`config.mk`:
```
export PLATFORM = sky130hd
export DESIGN_NAME = puf_vote_sequencer_flat
export DESIGN_NICKNAME = d
export VERILOG_FILES = /design/src/rtl/puf_vote_sequencer_if.sv /design/src/rtl/puf_vote_sequencer.sv /design/src/flat_wrapper.sv
export SDC_FILE = /design/constraint.sdc
export NUM_CORES = 1
export LEC_CHECK = 0
export ABC_AREA = 1
export BUFFER_PORTS_ARGS = -buffer_cell sky130_fd_sc_hd__buf_2
export CAP_MARGIN = 20
export CORE_AREA = 4 4 200 202
export CTS_CLUSTER_DIAMETER = 40
export DETAILED_ROUTE_END_ITERATION = 10
export DIE_AREA = 0 0 204 206
export GPL_TIMING_DRIVEN = 0
export PLACE_DENSITY = 0.52
export SYNTH_ARGS = -nofsm -noshare
export SYNTH_HDL_FRONTEND = slang
export SYNTH_SLANG_ARGS = --single-unit
```
`constraint.sdc`:
```
create_clock -name clk -period 2.2 [get_ports clk]
set_clock_uncertainty 0.05 [all_clocks]
set_input_delay 0.11 -clock clk [delete_from_list [all_inputs] [get_ports clk]]
set_output_delay 0.11 -clock clk [all_outputs]
set_load 0.01 [all_outputs]
```
`src/rtl/puf_vote_sequencer_if.sv`:
```
// Handshake bundle shared by the key sequencer, the PUF array,
// the majority voter and the key consumer.
interface puf_vote_sequencer_if #(
  parameter int WIDTH = 128
);
  logic             start;
  logic             busy;
  logic             key_valid;
  logic [WIDTH-1:0] key_out;
  logic             key_ack;
  logic             err;
  logic             puf_req;
  logic             puf_valid;
  logic [WIDTH-1:0] puf_data;
  logic             v_clear;
  logic             v_ready;
  logic             v_vote;
  logic [WIDTH-1:0] v_data;
  logic             v_done;
  logic [WIDTH-1:0] v_result;

  modport master (
    input  start, key_ack,
    input  puf_valid, puf_data,
    input  v_done, v_result,
    output busy, key_valid, key_out, err,
    output puf_req,
    output v_clear, v_ready, v_vote, v_data
  );

  modport slave (
    output start, key_ack,
    output puf_valid, puf_data,
    output v_done, v_result,
    input  busy, key_valid, key_out, err,
    input  puf_req,
    input  v_clear, v_ready, v_vote, v_data
  );
endinterface

```
`src/rtl/puf_vote_sequencer.sv`:
```
// Drives NUM_READS PUF evaluations into a majority voter and
// hands the voted key to its consumer over a valid/ack handshake.
module puf_vote_sequencer #(
  parameter int WIDTH          = 128,
  parameter int NUM_READS      = 9,
  parameter int SETTLE_CYCLES  = 4,
  parameter int TIMEOUT_CYCLES = 1024
) (
  input  logic                 clk,
  input  logic                 rst,
  puf_vote_sequencer_if.master bus
);

  typedef enum logic [2:0] {
    S_IDLE,
    S_CLEAR,
    S_REQ,
    S_FEED,
    S_GAP,
    S_VOTE,
    S_OUT,
    S_ABORT
  } state_t;

  localparam logic [5:0] RD_LAST =
    6'(NUM_READS);
  localparam logic [7:0] SET_LAST =
    (SETTLE_CYCLES == 0) ? 8'd0 : 8'(SETTLE_CYCLES - 1);
  localparam logic [15:0] TO_LAST =
    16'(TIMEOUT_CYCLES - 1);

  state_t           state_q;
  state_t           state_d;
  logic [5:0]       rd_cnt;
  logic [7:0]       set_cnt;
  logic [15:0]      to_cnt;
  logic [WIDTH-1:0] v_data_q;
  logic [WIDTH-1:0] key_q;
  logic             rd_last;
  logic             to_hit;

  assign rd_last = (rd_cnt + 6'd1) == RD_LAST;
  assign to_hit  = to_cnt == TO_LAST;

  always_comb begin
    state_d = state_q;
    unique case (state_q)
      S_IDLE:
        if (bus.start) state_d = S_CLEAR;
      S_CLEAR:
        state_d = S_REQ;
      S_REQ:
        if (bus.puf_valid) state_d = S_FEED;
        else if (to_hit)   state_d = S_ABORT;
      S_FEED:
        if (rd_last)                 state_d = S_VOTE;
        else if (SETTLE_CYCLES == 0) state_d = S_REQ;
        else                         state_d = S_GAP;
      S_GAP:
        if (set_cnt == SET_LAST) state_d = S_REQ;
      S_VOTE:
        if (bus.v_done)  state_d = S_OUT;
        else if (to_hit) state_d = S_ABORT;
      S_OUT:
        if (bus.key_ack) state_d = S_IDLE;
      S_ABORT:
        state_d = S_IDLE;
      default:
        state_d = S_IDLE;
    endcase
  end

  // Settle and timeout counters restart on every state change,
  // so each REQ/VOTE/GAP visit gets its own full budget.
  always_ff @(posedge clk) begin
    if (!rst) begin
      state_q  <= S_IDLE;
      rd_cnt   <= '0;
      set_cnt  <= '0;
      to_cnt   <= '0;
      v_data_q <= '0;
      key_q    <= '0;
    end else begin
      state_q <= state_d;

      if (state_q == S_IDLE)
        rd_cnt <= '0;
      else if (state_q == S_FEED)
        rd_cnt <= rd_cnt + 6'd1;

      if (state_d != state_q)
        set_cnt <= '0;
      else if (state_q == S_GAP)
        set_cnt <= set_cnt + 8'd1;

      if (state_d != state_q)
        to_cnt <= '0;
      else if (state_q == S_REQ || state_q == S_VOTE)
        to_cnt <= to_cnt + 16'd1;

      if (state_q == S_REQ && bus.puf_valid)
        v_data_q <= bus.puf_data;

      if (state_q == S_VOTE && bus.v_done)
        key_q <= bus.v_result;
    end
  end

  assign bus.busy      = state_q != S_IDLE;
  assign bus.puf_req   = state_q == S_REQ;
  assign bus.v_clear   = state_q == S_CLEAR
                      || state_q == S_ABORT;
  assign bus.v_ready   = state_q == S_FEED;
  assign bus.v_vote    = state_q == S_VOTE;
  assign bus.key_valid = state_q == S_OUT;
  assign bus.err       = state_q == S_ABORT;
  assign bus.v_data    = v_data_q;
  assign bus.key_out   = key_q;

endmodule

```
`src/flat_wrapper.sv`:
```
// flat-port wrapper written by rule: the top's interface ports become plain ports
module puf_vote_sequencer_flat 
#(
  parameter int WIDTH          = 128,
  parameter int NUM_READS      = 9,
  parameter int SETTLE_CYCLES  = 4,
  parameter int TIMEOUT_CYCLES = 1024
)
  (clk, rst, bus_start, bus_key_ack, bus_puf_valid, bus_puf_data, bus_v_done, bus_v_result, bus_busy, bus_key_valid, bus_key_out, bus_err, bus_puf_req, bus_v_clear, bus_v_ready, bus_v_vote, bus_v_data);
  puf_vote_sequencer_if #(.WIDTH(WIDTH)) bus_i ();
  input  logic clk;
  input  logic rst;
  input wire logic [$bits(bus_i.start)-1:0] bus_start;
  input wire logic [$bits(bus_i.key_ack)-1:0] bus_key_ack;
  input wire logic [$bits(bus_i.puf_valid)-1:0] bus_puf_valid;
  input wire logic [$bits(bus_i.puf_data)-1:0] bus_puf_data;
  input wire logic [$bits(bus_i.v_done)-1:0] bus_v_done;
  input wire logic [$bits(bus_i.v_result)-1:0] bus_v_result;
  output wire logic [$bits(bus_i.busy)-1:0] bus_busy;
  output wire logic [$bits(bus_i.key_valid)-1:0] bus_key_valid;
  output wire logic [$bits(bus_i.key_out)-1:0] bus_key_out;
  output wire logic [$bits(bus_i.err)-1:0] bus_err;
  output wire logic [$bits(bus_i.puf_req)-1:0] bus_puf_req;
  output wire logic [$bits(bus_i.v_clear)-1:0] bus_v_clear;
  output wire logic [$bits(bus_i.v_ready)-1:0] bus_v_ready;
  output wire logic [$bits(bus_i.v_vote)-1:0] bus_v_vote;
  output wire logic [$bits(bus_i.v_data)-1:0] bus_v_data;
  assign bus_i.start = bus_start;
  assign bus_i.key_ack = bus_key_ack;
  assign bus_i.puf_valid = bus_puf_valid;
  assign bus_i.puf_data = bus_puf_data;
  assign bus_i.v_done = bus_v_done;
  assign bus_i.v_result = bus_v_result;
  assign bus_busy = bus_i.busy;
  assign bus_key_valid = bus_i.key_valid;
  assign bus_key_out = bus_i.key_out;
  assign bus_err = bus_i.err;
  assign bus_puf_req = bus_i.puf_req;
  assign bus_v_clear = bus_i.v_clear;
  assign bus_v_ready = bus_i.v_ready;
  assign bus_v_vote = bus_i.v_vote;
  assign bus_v_data = bus_i.v_data;
  puf_vote_sequencer #(.WIDTH(WIDTH), .NUM_READS(NUM_READS), .SETTLE_CYCLES(SETTLE_CYCLES), .TIMEOUT_CYCLES(TIMEOUT_CYCLES)) u_core (.clk(clk), .rst(rst), .bus(bus_i));
endmodule
```
Word-level counts from Yosys, hierarchy flattened

Cells that the tools add are included.
Widths: inputs -> output; s select.

Register bits after elaboration: 289
Input port bits: 262
Output and inout bits: 263
Logic and storage cells: 37

Add/subtract/negate cells: 3
Equal/unequal tests: 11
Muxes and demuxes: 8
Bitwise logic cells: 1
Reduce and logical (&&, ||, !) cells: 8

Operators by type and width:

| kind                  | count |
|---|---|
| $pmux 3 s8            | 1 |
| $mux 3                | 6 |
| $add 16x1->16 const B | 1 |
| $eq 16x10->1 const B  | 1 |
| $eq 3x3->1 const B    | 4 |
| $add 8x1->8 const B   | 1 |
| $eq 8x2->1 const B    | 1 |
| $add 6x1->6 const B   | 1 |
| $eq 3x2->1 const B    | 2 |
| $eq 6x4->1 const B    | 1 |
| $reduce_or 2->1       | 2 |
| $eq 3x1->1 const B    | 1 |
| $logic_not 3->1       | 1 |
| $ne 3x3->1            | 1 |
| $reduce_bool 3->1     | 1 |
| $logic_and 1x1->1     | 2 |
| $logic_or 1x1->1      | 2 |
| $mux 1                | 1 |
| $not 1->1             | 1 |

Depth between registers and ports, before layout

Gate-level depths: netlist of run 1.

Word-level depth: 6
Depth in mapped cells: 12
Mapped depth without buffers: 11

Least setup slack after synthesis of run 1

Ideal clock, no wire load.

Path type: flip-flop to flip-flop
Start: reg u_core.state_q[0]
End: reg u_core.to_cnt[10]
Library setup time: 121 ps
Arrival: 1490 ps
Data required time: 2029 ps
Path slack: 539 ps
Cell stages (with the launch flop): 11
Path buffers: 1
Clock period less this slack: 1661 ps
Cells stage by stage: dfxtp_1 > nand3_2 > inv_2 > nand2_1 > nor2_2 > nand3_1 > nand3_1 > nand3_2 > nand3_4 > buf_12 > nor2_4

Elaborated cells on any way between the ends: 18
Classes of those cells: eq/ne: 8; mux: 7; reduce/logical: 3

RTL lines:

| element                   | RTL line                 | RTL |
|---|---|---|
| from (decl)               | puf_vote_sequencer.sv:32 | `state_t state_q;` |
| from (signal assigned)    | puf_vote_sequencer.sv:84 | `state_q <= state_d;` |
| $eq 3x2->1                | --                       |  |
| named net bus_v_ready     | flat_wrapper.sv:25       | `output wire logic [$bits(bus_i.v_ready)-1:0] bus_v_ready;` |
| $pmux 3 s8                | puf_vote_sequencer.sv:47 | `unique case (state_q)` |
| $ne 3x3->1                | puf_vote_sequencer.sv:96 | `if (state_d != state_q)` |
| $reduce_or 2->1 (no line) | --                       |  |
| to (signal assigned)      | puf_vote_sequencer.sv:99 | `to_cnt <= to_cnt + 16'd1;` |
| to (decl)                 | puf_vote_sequencer.sv:36 | `logic [15:0] to_cnt;` |

The timed path passes the listed nets, and every way through them passes these cells.
A chain may end at the register's enable or synchronous reset.

Worst setup path in the final report of run 1

Start: reg u_core.state_q[2]
End: reg u_core.state_q[0]

Word-level cells in the longest chain between the ends: 2
Elaborated cells on any way between the ends: 9
Classes of those cells: eq/ne: 7; mux: 1; reduce/logical: 1

RTL lines:

| element                            | RTL line |
|---|---|
| $eq 3x3->1 (tied with other cells) | puf_vote_sequencer.sv:47 |
| $pmux 3 s8 *                       | puf_vote_sequencer.sv:47 |

Mark *: on every way between the ends. The rest lies on a longest branch, timed or not.

==> run metrics, run 1 <==
Sink Count 289; Slew @ Worst Pin 0.904 ns; HPWL Detailed 32700 um; sw power 5090 uW; Die Ht 206 um; Setup Fix Bufs, Post-CTS 0; most numerous cell in the Yosys netlist nor2_1; CP Launch Type flop; combinational group share of total power 20.3%; Ys Warns 0; via count 12300; clock period minus worst slack 2.06 ns; CP Max Fanout 10; Netlist cell types 35; clock latency on the worst-skew pair 0.56 ns; max-cap violations 0; first-pass GRT wire length 68100 um; top_reg_cell synth dfxtp_1; DRC 0; H-Tree Depth 2; worst-case clock buffer depth 3; Mapped Nets 1656; Place WS -0.235 ns; drt total wl 45500 um; CP endpoint kind flop; drt first pass iters 5; clock root buffer clkbuf_16; arrival time at the worst endpoint 2.51 ns; final hold violations 0; fillers 3707; top post-synthesis cells by count 549 x nor2_1, 289 x dfxtp_1, 259 x o21ai_0, 63 x clkbuf_1, 52 x nand2_1; CTS tree done; total CTS buffers 47; clock network power share 43.9%; largest net degree at the start of global routing 14; clock-pin transition on the worst setup and hold timing paths 0.04 ns; Cell Rows 72; top achievable clock speed 0.486 GHz; number of global-route vias before repair 12600; vias per std cell 4.42; initial antenna violation count 4; final period utilization 93.6%; Synth area leaders dfxtp_1 54%, nor2_1 19%, o21ai_0 12%; LEAKAGE 0.00924 uW; pwr/cell area 917 nW/um2; GRT Total Usage 20.3%; register area share after synthesis 53.6%; Final Setup Violations 0; synthesized area 10800 um2; syn_area_per_cell 7.77 um2; Post-synth ARST share 0%; setup slack after layout 0.140 ns; EDFF count, synth 0; synth-to-layout area growth 69.5%; placed cell areas 14100 um2; Setup Crit Path Kind reg2reg; Cells after Synth 1390; final RePlAce weighted congestion 0.850; ANT nets after route 0; wire length per cell 16.3 um; dominant cell type by area after synthesis dfxtp_1; Final #Nets 2489; final-report max-slew violation count 0; top cell type's share of synthesized area 53.6%; outcome finished, final reports clean; DIE AREA 42000 um2; switch share 30.3%; Cell Int Power 11700 uW; First DRT Iteration DRCs 653; worst path required time 2.65 ns; fin util 47.8%; Seq pwr share 35.8%; Finished Cell Area 18300 um2; PortBufs 524; Slew HR 39.7%; Die Width 204 um; Yosys reg bits 289; HP Class in2reg; share of cells above drive strength 1 31.1%; grt total ovfl 0; I/O pin count 525; RSZ-0062 raised after global routing yes; Min Hold Slack 0.0710 ns; Starting Density 28.2%; peak supply drop 0.536 mV; total core area 38300 um2
-- layout by cell type, fill, tap and decap left out, types with 2 or more instances in the layout --
cell,netlist,routed
a21oi_1,5,5
inv_6,0,5
xnor2_1,4,4
clkinv_8,0,2
diode_2,0,5
buf_12,2,2
nand4_1,8,8
nand3_2,6,6
buf_2,18,543
o21ai_0,259,259
inv_1,41,41
clkinvlp_4,0,7
dlygate4sd3_1,0,260
xor2_1,15,15
o211ai_1,2,2
bufinv_16,0,4
clkbuf_2,2,23
dfxtp_1,289,288
clkbuf_16,0,47
nor2_2,5,4
nor2_4,24,25
o21ai_1,3,3
clkinv_2,0,12
nand2_1,52,52
nor2_1,549,549
nand2_2,3,3
ha_1,4,4
clkbuf_8,0,4
nand3_1,15,15
clkbuf_1,63,44
inv_2,6,5
a31oi_1,3,3
-- kinds of logic after synthesis --
kind of cell | synth area share (%)
simple gates | 26.2
flops | 53.6
compound gates | 12.8
buf+inv | 5.16
xor+xnor | 1.54
fa+ha+maj | 0.464
mux | 0.197
-- stage by stage --
stage	std cells	power, uW	TNS (ns)
CTS	2779	16900	0
finish	2784	16800	0
global placement	2432	9070	-12.45
floorplan	1390	7830	0
global route	2783	17600	-0.0430
detailed placement	2432	9100	-20.58
-- final cells by class --
type | instances | area [um2] | share of cell area, %
buffer | 86 | 412 | 2.25
timing repair buffer | 784 | 5230 | 28.5
antenna | 5 | 12.5 | 0.0683
clock inverter | 32 | 338 | 1.85
inverter | 47 | 179 | 0.977
tap | 518 | 648 | 3.54
multi-input combinational | 968 | 4460 | 24.4
clock buffer | 55 | 1250 | 6.81
sequential | 289 | 5790 | 31.6
-- sequential cells by signal, indices dropped and copies added, names as in the netlist --
| name | cells |
|---|---|
| u_core.bus.key_out | 128 |
| u_core.bus.v_data | 128 |
| u_core.to_cnt | 16 |
| u_core.set_cnt | 8 |
| u_core.rd_cnt | 6 |
| u_core.state_q | 3 |
-- critical path, stage by stage (launching register included) --
cell and delay, ns:
dfxtp_1 0.37, inv_2 0.17, nand3_2 0.16, inv_4 0.15
nand2_1 0.07, nor2_2 0.11, nand3_1 0.11, nand3_1 0.11
nand2_1 0.06, nor2_1 0.09, dlygate4sd3_1 0.55
-- final timing paths --
check	startpoint	to	slack, ns	cells past startpoint
max	u_core.state_q[2]	u_core.state_q[0]	0.14	10
min	bus_key_ack	u_core.state_q[2]	0.07	5
min reg2reg	u_core.bus.key_out[112]	u_core.bus.key_out[112]	0.45	2
max reg2reg	u_core.state_q[2]	u_core.state_q[0]	0.14	10
-- layer usage --
| layer | up-vias | share of wire [%] | global-route usage, % |
|---|---|---|---|
| li1 | 6118 | - | - |
| met1 | 5613 | 38 | 22.6 |
| met2 | 467 | 50 | 36.3 |
| met3 | 110 | 8.0 | 6.07 |
| met4 | 0 | 3.9 | 8.66 |
| met5 | - | 0 | 0 |
-- power groups by stage --
stage | Sequential [uW] | Clock (uW) | Combinational, uW
2_1_floorplan | 6290 | 0 | 1540
3_3_place_gp | 6090 | 0 | 2990
3_5_place_dp | 6090 | 0 | 3010
4_1_cts | 6000 | 7530 | 3410
5_1_grt | 6060 | 7760 | 3750
6_report | 6010 | 7360 | 3410
-- timing repair --
action                                 CTS  global route
endpoints found under the hold margin  261             0
hold buffers                           260             0
gates resized for setup                  4            46
setup endpoints to repair              200           200
Note: power is estimated with default switching activity, not from simulation.
==> run 2, diff against run 1 <==
- SETUP_SLACK_MARGIN: default -> 0.4
- SKIP_CTS_REPAIR_TIMING: default -> 1
==> run 2 against run 1 <==
Design area grew 2.5%. Sequential cell count is the same. Critical endpoint is now u_core.to_cnt[12]. Routed wire length grew 1.2%. Global-route usage shrank 1.5 points. Sequential share of layout area shrank 0.64 points. Sequential power grew 0.8%. Register-to-register slack gained 0.27 ns.
==> run metrics, run 2 (synthesis results as in run 1) <==
number of global-route vias before repair 11000 (-13%); Slew HR 37.2% (-2.5 points); CP Launch Type flop; first-pass GRT wire length 62300 um (-8.6%); max-cap violations 0 (unchanged); wire length per cell 16.4 um (+0.61%); clock period minus worst slack 1.79 ns (-0.272 ns); vias per std cell 4.45 (+0.55%); Place WS -0.235 ns (unchanged); Cell Rows 72 (unchanged); final RePlAce weighted congestion 0.850 (unchanged); pwr/cell area 920 nW/um2 (+0.39%); setup slack after layout 0.413 ns (+0.272 ns); Sink Count 289 (unchanged); final-report max-slew violation count 0 (unchanged); initial antenna violation count 1 (-3); Setup Crit Path Kind reg2reg; clock-pin transition on the worst setup and hold timing paths 0.05 ns (about the same); final period utilization 81.2% (-12 points); share of cells above drive strength 1 33.9% (+2.8 points); worst-case clock buffer depth 3 (unchanged); most common cell after layout, fill and taps aside buf_2; grt total ovfl 0 (unchanged); RSZ-0062 raised after global routing yes; arrival time at the worst endpoint 2.24 ns (-0.27 ns); DRC 0 (unchanged); final hold violations 0 (unchanged); Die Ht 206 um (unchanged); via count 12500 (+1.2%); Finished Cell Area 18800 um2 (+2.5%); synth-to-layout area growth 73.8%; CTS tree done; peak supply drop 0.627 mV (+17%); Starting Density 28.2% (unchanged); top achievable clock speed 0.559 GHz (+15%); HP Class in2reg; placed cell areas 14100 um2 (unchanged); ANT nets after route 0 (unchanged); GRT Total Usage 18.9% (-1.5 points); Die Width 204 um (unchanged); Setup TNS 0 ns (unchanged); worst path required time 2.65 ns (about the same); Final Setup Violations 0 (unchanged); total core area 38300 um2 (unchanged); Final #Nets 2509 (+0.80%); CP Max Fanout 8 (-2); H-Tree Depth 2 (unchanged); PortBufs 524 (unchanged); Slew @ Worst Pin 0.942 ns (+0.0375 ns); DIE AREA 42000 um2 (unchanged); commonest non-fill, non-tap cells in the layout 540 x buf_2, 535 x nor2_1, 279 x dfxtp_1, 259 x o21ai_0, 259 x dlygate4sd3_1; clock latency on the worst-skew pair 0.56 ns (about the same); clock root buffer clkbuf_16; drt first pass iters 5 (unchanged); HPWL Detailed 32700 um (unchanged); drt total wl 46100 um (+1.2%); post-route insts no fill 2801 (+0.61%); placed cells 2432 (unchanged); CP endpoint kind flop; Min Hold Slack 0.0239 ns (-0.0471 ns); largest net degree at the start of global routing 14 (unchanged); outcome finished, final reports clean; First DRT Iteration DRCs 677 (+3.7%); I/O pin count 525 (unchanged); LEAKAGE 0.00942 uW (+2.0%); total CTS buffers 47 (unchanged)
==> run 2: path summary, 6_finish.rpt <==
check / slack (ns) / end / from / cells past startpoint
hold reg to reg: 0.45 / u_core.bus.key_out[5] / u_core.bus.key_out[5] / 2
setup reg to reg: 0.41 / u_core.to_cnt[12] / u_core.state_q[0] / 9
hold / removal: 0.02 / u_core.state_q[1] / bus_key_ack / 5
setup / recovery: 0.41 / u_core.to_cnt[12] / u_core.state_q[0] / 9
==> run 2: area by class of cell <==
cell class / instances / area [um2]
Sequential cell: 289 / 5810
Tap cell: 518 / 648
Buffer: 86 / 472
Fill cell: 3670 / 19500
Antenna cell: 2 / 5.00
Clock buffer: 55 / 1250
Inverter: 47 / 199
Multi-Input combinational cell: 968 / 4630
Timing Repair Buffer: 804 / 5420
Clock inverter: 32 / 338
==> run 2: metal layers <==
metal / vias up / share of wire (%) / GRT usage [%]
li1: 6158 / - / -
met1: 5731 / 38 / 21.6
met2: 466 / 51 / 32.4
met3: 96 / 7.8 / 6.21
met4: 0 / 3.0 / 7.90
met5: - / 0 / 0
==> run 2: critical path, stage by stage (launching register included) <==
cell	delay [ns]
dfxtp_4	0.38
inv_2	0.09
nand2_2	0.11
nor2_4	0.13
inv_2	0.07
or2_2	0.30
nand3_2	0.11
nand3_4	0.18
clkbuf_16	0.23
nor2_4	0.07
==> run 2: metrics by stage <==
| step | total power (uW) | util [%] |
|---|---|---|
| CTS | 16500 | 40.9 |
| finish | 17300 | 49.0 |
| detailed placement | 9100 | 36.7 |
| floorplan | 7830 | - |
| global placement | 9070 | 36.7 |
| global route | 18100 | 49.0 |
==> run 2: report_power, final <==
| group | internal, uW | switching, uW |
|---|---|---|
| clock network | 4580 | 2790 |
| registers | 5740 | 317 |
| logic | 1690 | 2150 |
==> run 3, diff against run 2 <==
- ABC_AREA: 1 -> 0
- PLACE_DENSITY: 0.52 -> 0.53
- clock period: 2.2 -> 1.7 ns (I/O delays scaled with it)
==> run 3 against run 2 <==
The flow now finishes with violations (negative hold slack, negative setup slack). Worst setup slack got worse by 0.60 ns. Combinational power fell by 55%. Non-clock buffer count rose by 42. Critical path depth fell by 3. Routed wire length barely moved. Sequential power rose by 14%. Sequential cell count did not move. Maximum frequency fell by 5.5%. Clock power rose by 36%. Hold slack got worse by 0.050 ns. Synthesized area rose by 2.6%. Clock-buffer cell count rose by 4. Largest cell class unchanged. Largest power group unchanged.
==> run metrics, run 3 <==
outcome finished with violations; failing checks negative hold slack, negative setup slack; Slew HR 45.4% (+8.2 points); clock root buffer clkbuf_16; largest family of logic cells by synthesized area simple AND/OR/NAND/NOR gates; peak supply drop 0.772 mV (+23%); clock-pin transition on the worst setup and hold timing paths 0.05 ns (about the same); largest net degree at the start of global routing 14 (unchanged); most common cell after layout, fill and taps aside buf_2; First DRT Iteration DRCs 425 (-37%); Finished Cell Area 20800 um2 (+11%); Starting Density 28.9% (+0.75 points); first-pass GRT wire length 60000 um (-3.7%); I/O pin count 525 (unchanged); CP Max Fanout 5 (-3); Met1 Wirelength 18100 um (+2.4%); complex-gate fraction of the synthesized area 18.4% (+5.5 points); simple-gate portion of the synthesized area 22.6% (-3.6 points); arrival time at the worst endpoint 2.29 ns (+0.05 ns); Die Width 204 um (unchanged); Reg area 5800 um2 (-0.17%); DRC 0 (unchanged); max-cap violations 0 (unchanged); clock period minus worst slack 1.89 ns (+0.104 ns); Mapped Nets 1584 (-4.3%); final-report max-slew violation count 0 (unchanged); Yosys reg bits 289 (unchanged); Slew @ Worst Pin 0.819 ns (-0.123 ns); CP endpoint kind flop; final RePlAce weighted congestion 0.806 (-5.1%); Netlist cell types 42 (+20%); Min Hold Slack -0.0266 ns (-0.0505 ns); Final Setup Violations 33 (+33); via count 12300 (-1.6%); total core area 38300 um2 (unchanged); metal3 WL 3250 um (-9.2%); setup slack after layout -0.191 ns (-0.604 ns); synthesized area 11100 um2 (+2.6%); commonest non-fill, non-tap cells in the layout 523 x buf_2, 448 x nand2_1, 281 x dfxtp_1, 259 x dlygate4sd3_1, 195 x a21boi_1; placed cell areas 14600 um2 (+3.9%); EDFF count, synth 0 (unchanged); final hold violations 1 (+1); worst path required time 2.10 ns (-0.55 ns); initial antenna violation count 1 (unchanged); HPWL Detailed 32000 um (-2.2%); wire length per cell 16.7 um (+1.3%); HP Class in2reg; Final #Nets 2473 (-1.4%); Post-synth ARST share 0% (unchanged); most numerous cell in the Yosys netlist nand2_1; RSZ-0062 raised after global routing yes; top_reg_cell synth dfxtp_1; H-Tree Depth 2 (unchanged); Die Ht 206 um (unchanged); dominant cell type by area after synthesis dfxtp_1; syn_area_per_cell 8.41 um2 (+8.2%); synth-to-layout area growth 88.1%; Place WS -0.779 ns (-0.544 ns); DIE AREA 42000 um2 (unchanged); Top Layer Used met4; drt total wl 46100 um (about the same); total CTS buffers 49 (+4.3%); Setup Crit Path Kind reg2reg; CP Launch Type flop; top cell type's share of synthesized area 52.2% (-1.4 points); Ys Warns 0 (unchanged); Sink Count 289 (unchanged); Cell Rows 72 (unchanged); Post-Synth XOR/XNOR Area 2.37% (+0.83 points); clock latency on the worst-skew pair 0.56 ns (about the same); Synth Area in Adders 0.452% (-0.012 points); worst-case clock buffer depth 3 (unchanged); top achievable clock speed 0.529 GHz (-5.5%); pwr/cell area 894 nW/um2 (-2.8%); ANT nets after route 0 (unchanged); Cells after Synth 1318 (-5.2%); LEAKAGE 0.00924 uW (-1.9%); GRT Total Usage 18.2% (-0.66 points); Met2 Wirelength 23300 um (-0.72%); grt total ovfl 0 (unchanged); Synth area leaders dfxtp_1 52%, nand2_1 18%, a21boi_0 17%; footprint of the multi-input gates 5600 um2 (+21%); number of global-route vias before repair 10500 (-4.3%); share of cells above drive strength 1 39.8% (+5.9 points); register area share after synthesis 52.2% (-1.4 points); mux cell area share after synthesis 0.181% (-0.016 points); CTS tree done; drt first pass iters 5 (unchanged); final period utilization 111% (+30 points); PortBufs 523 (-0.19%); top post-synthesis cells by count 527 x nand2_1, 289 x dfxtp_1, 256 x a21boi_0, 55 x clkbuf_1, 40 x nor2_1; fillers 3454 (-5.9%); vias per std cell 4.43 (-0.25%)
-- run 3: cell count changes after synthesis, sizes merged, moves of 4 or more --
cell / delta
xnor2: +13
buf: +18
a21boi: +256
nor4: +4
nor3: +4
nor2: -538
nor3b: +4
o21ai: -257
nand3: -11
clkbuf: -10
inv: -41
nand2: +471
-- run 3: final timing paths --
path,startpoint,to,slack (ns),depth (start not counted)
worst min register to register,u_core.bus.v_data[122],u_core.bus.v_data[122],0.40,2
worst max-delay path,u_core.to_cnt[12],u_core.to_cnt[10],-0.19,6
worst max register to register,u_core.to_cnt[12],u_core.to_cnt[10],-0.19,6
worst min-delay path,bus_key_ack,u_core.state_q[1],-0.03,5
-- run 3: cell families after synthesis --
logic type / after synthesis
compound gates: 274
xor+xnor: 30
fa+ha+maj: 4
buf+inv: 100
flops: 289
mux: 2
simple gates: 619
-- run 3: power breakdown --
part	internal (uW)	switching, uW
Sequential	6850	40.2
Clock	6450	3600
Combinational	1020	691
Total	14300	4330
-- run 3: worst max-delay path, stage by stage (launching register included) --
cell       delay, ns
dfxtp_2         0.32
or4b_4          0.56
nor4_4          0.35
o21ai_2         0.15
nand3_4         0.15
clkbuf_16       0.16
nor2_2          0.04
-- run 3: final cells by class --
class / instances / area share (%)
clock buffers: 59 / 6.46
plain buffers: 94 / 4.51
repair buffers: 838 / 29.5
diodes: 1 / 0.0120
flip-flops and latches: 289 / 27.8
multi-input cells: 929 / 26.9
inverters: 6 / 0.108
well taps: 518 / 3.11
clock inverters: 30 / 1.63
-- run 3: routing by layer --
| metal | vias up | GRT usage (%) |
|---|---|---|
| met5 | - | 0 |
| met2 | 417 | 32.1 |
| met3 | 96 | 6.34 |
| met1 | 5659 | 20.2 |
| li1 | 6084 | - |
| met4 | 0 | 6.92 |
-- run 3: through the flow --
stage / hold slack [ns] / util [%] / total power [uW] / setup TNS, ns / instances
6_report: -0.0266 / 54.4 / 18600 / -3.66 / 2764
5_1_grt: 0.0162 / 54.4 / 19300 / -10.46 / 2764
4_1_cts: -0.333 / 42.6 / 18100 / -62.99 / 2448
3_5_place_dp: 0.285 / 38.2 / 7970 / -96.54 / 2359
3_3_place_gp: 0.284 / 38.2 / 7960 / -100.46 / 2359
2_1_floorplan: 0.177 / - / 7430 / -0.0779 / 1318
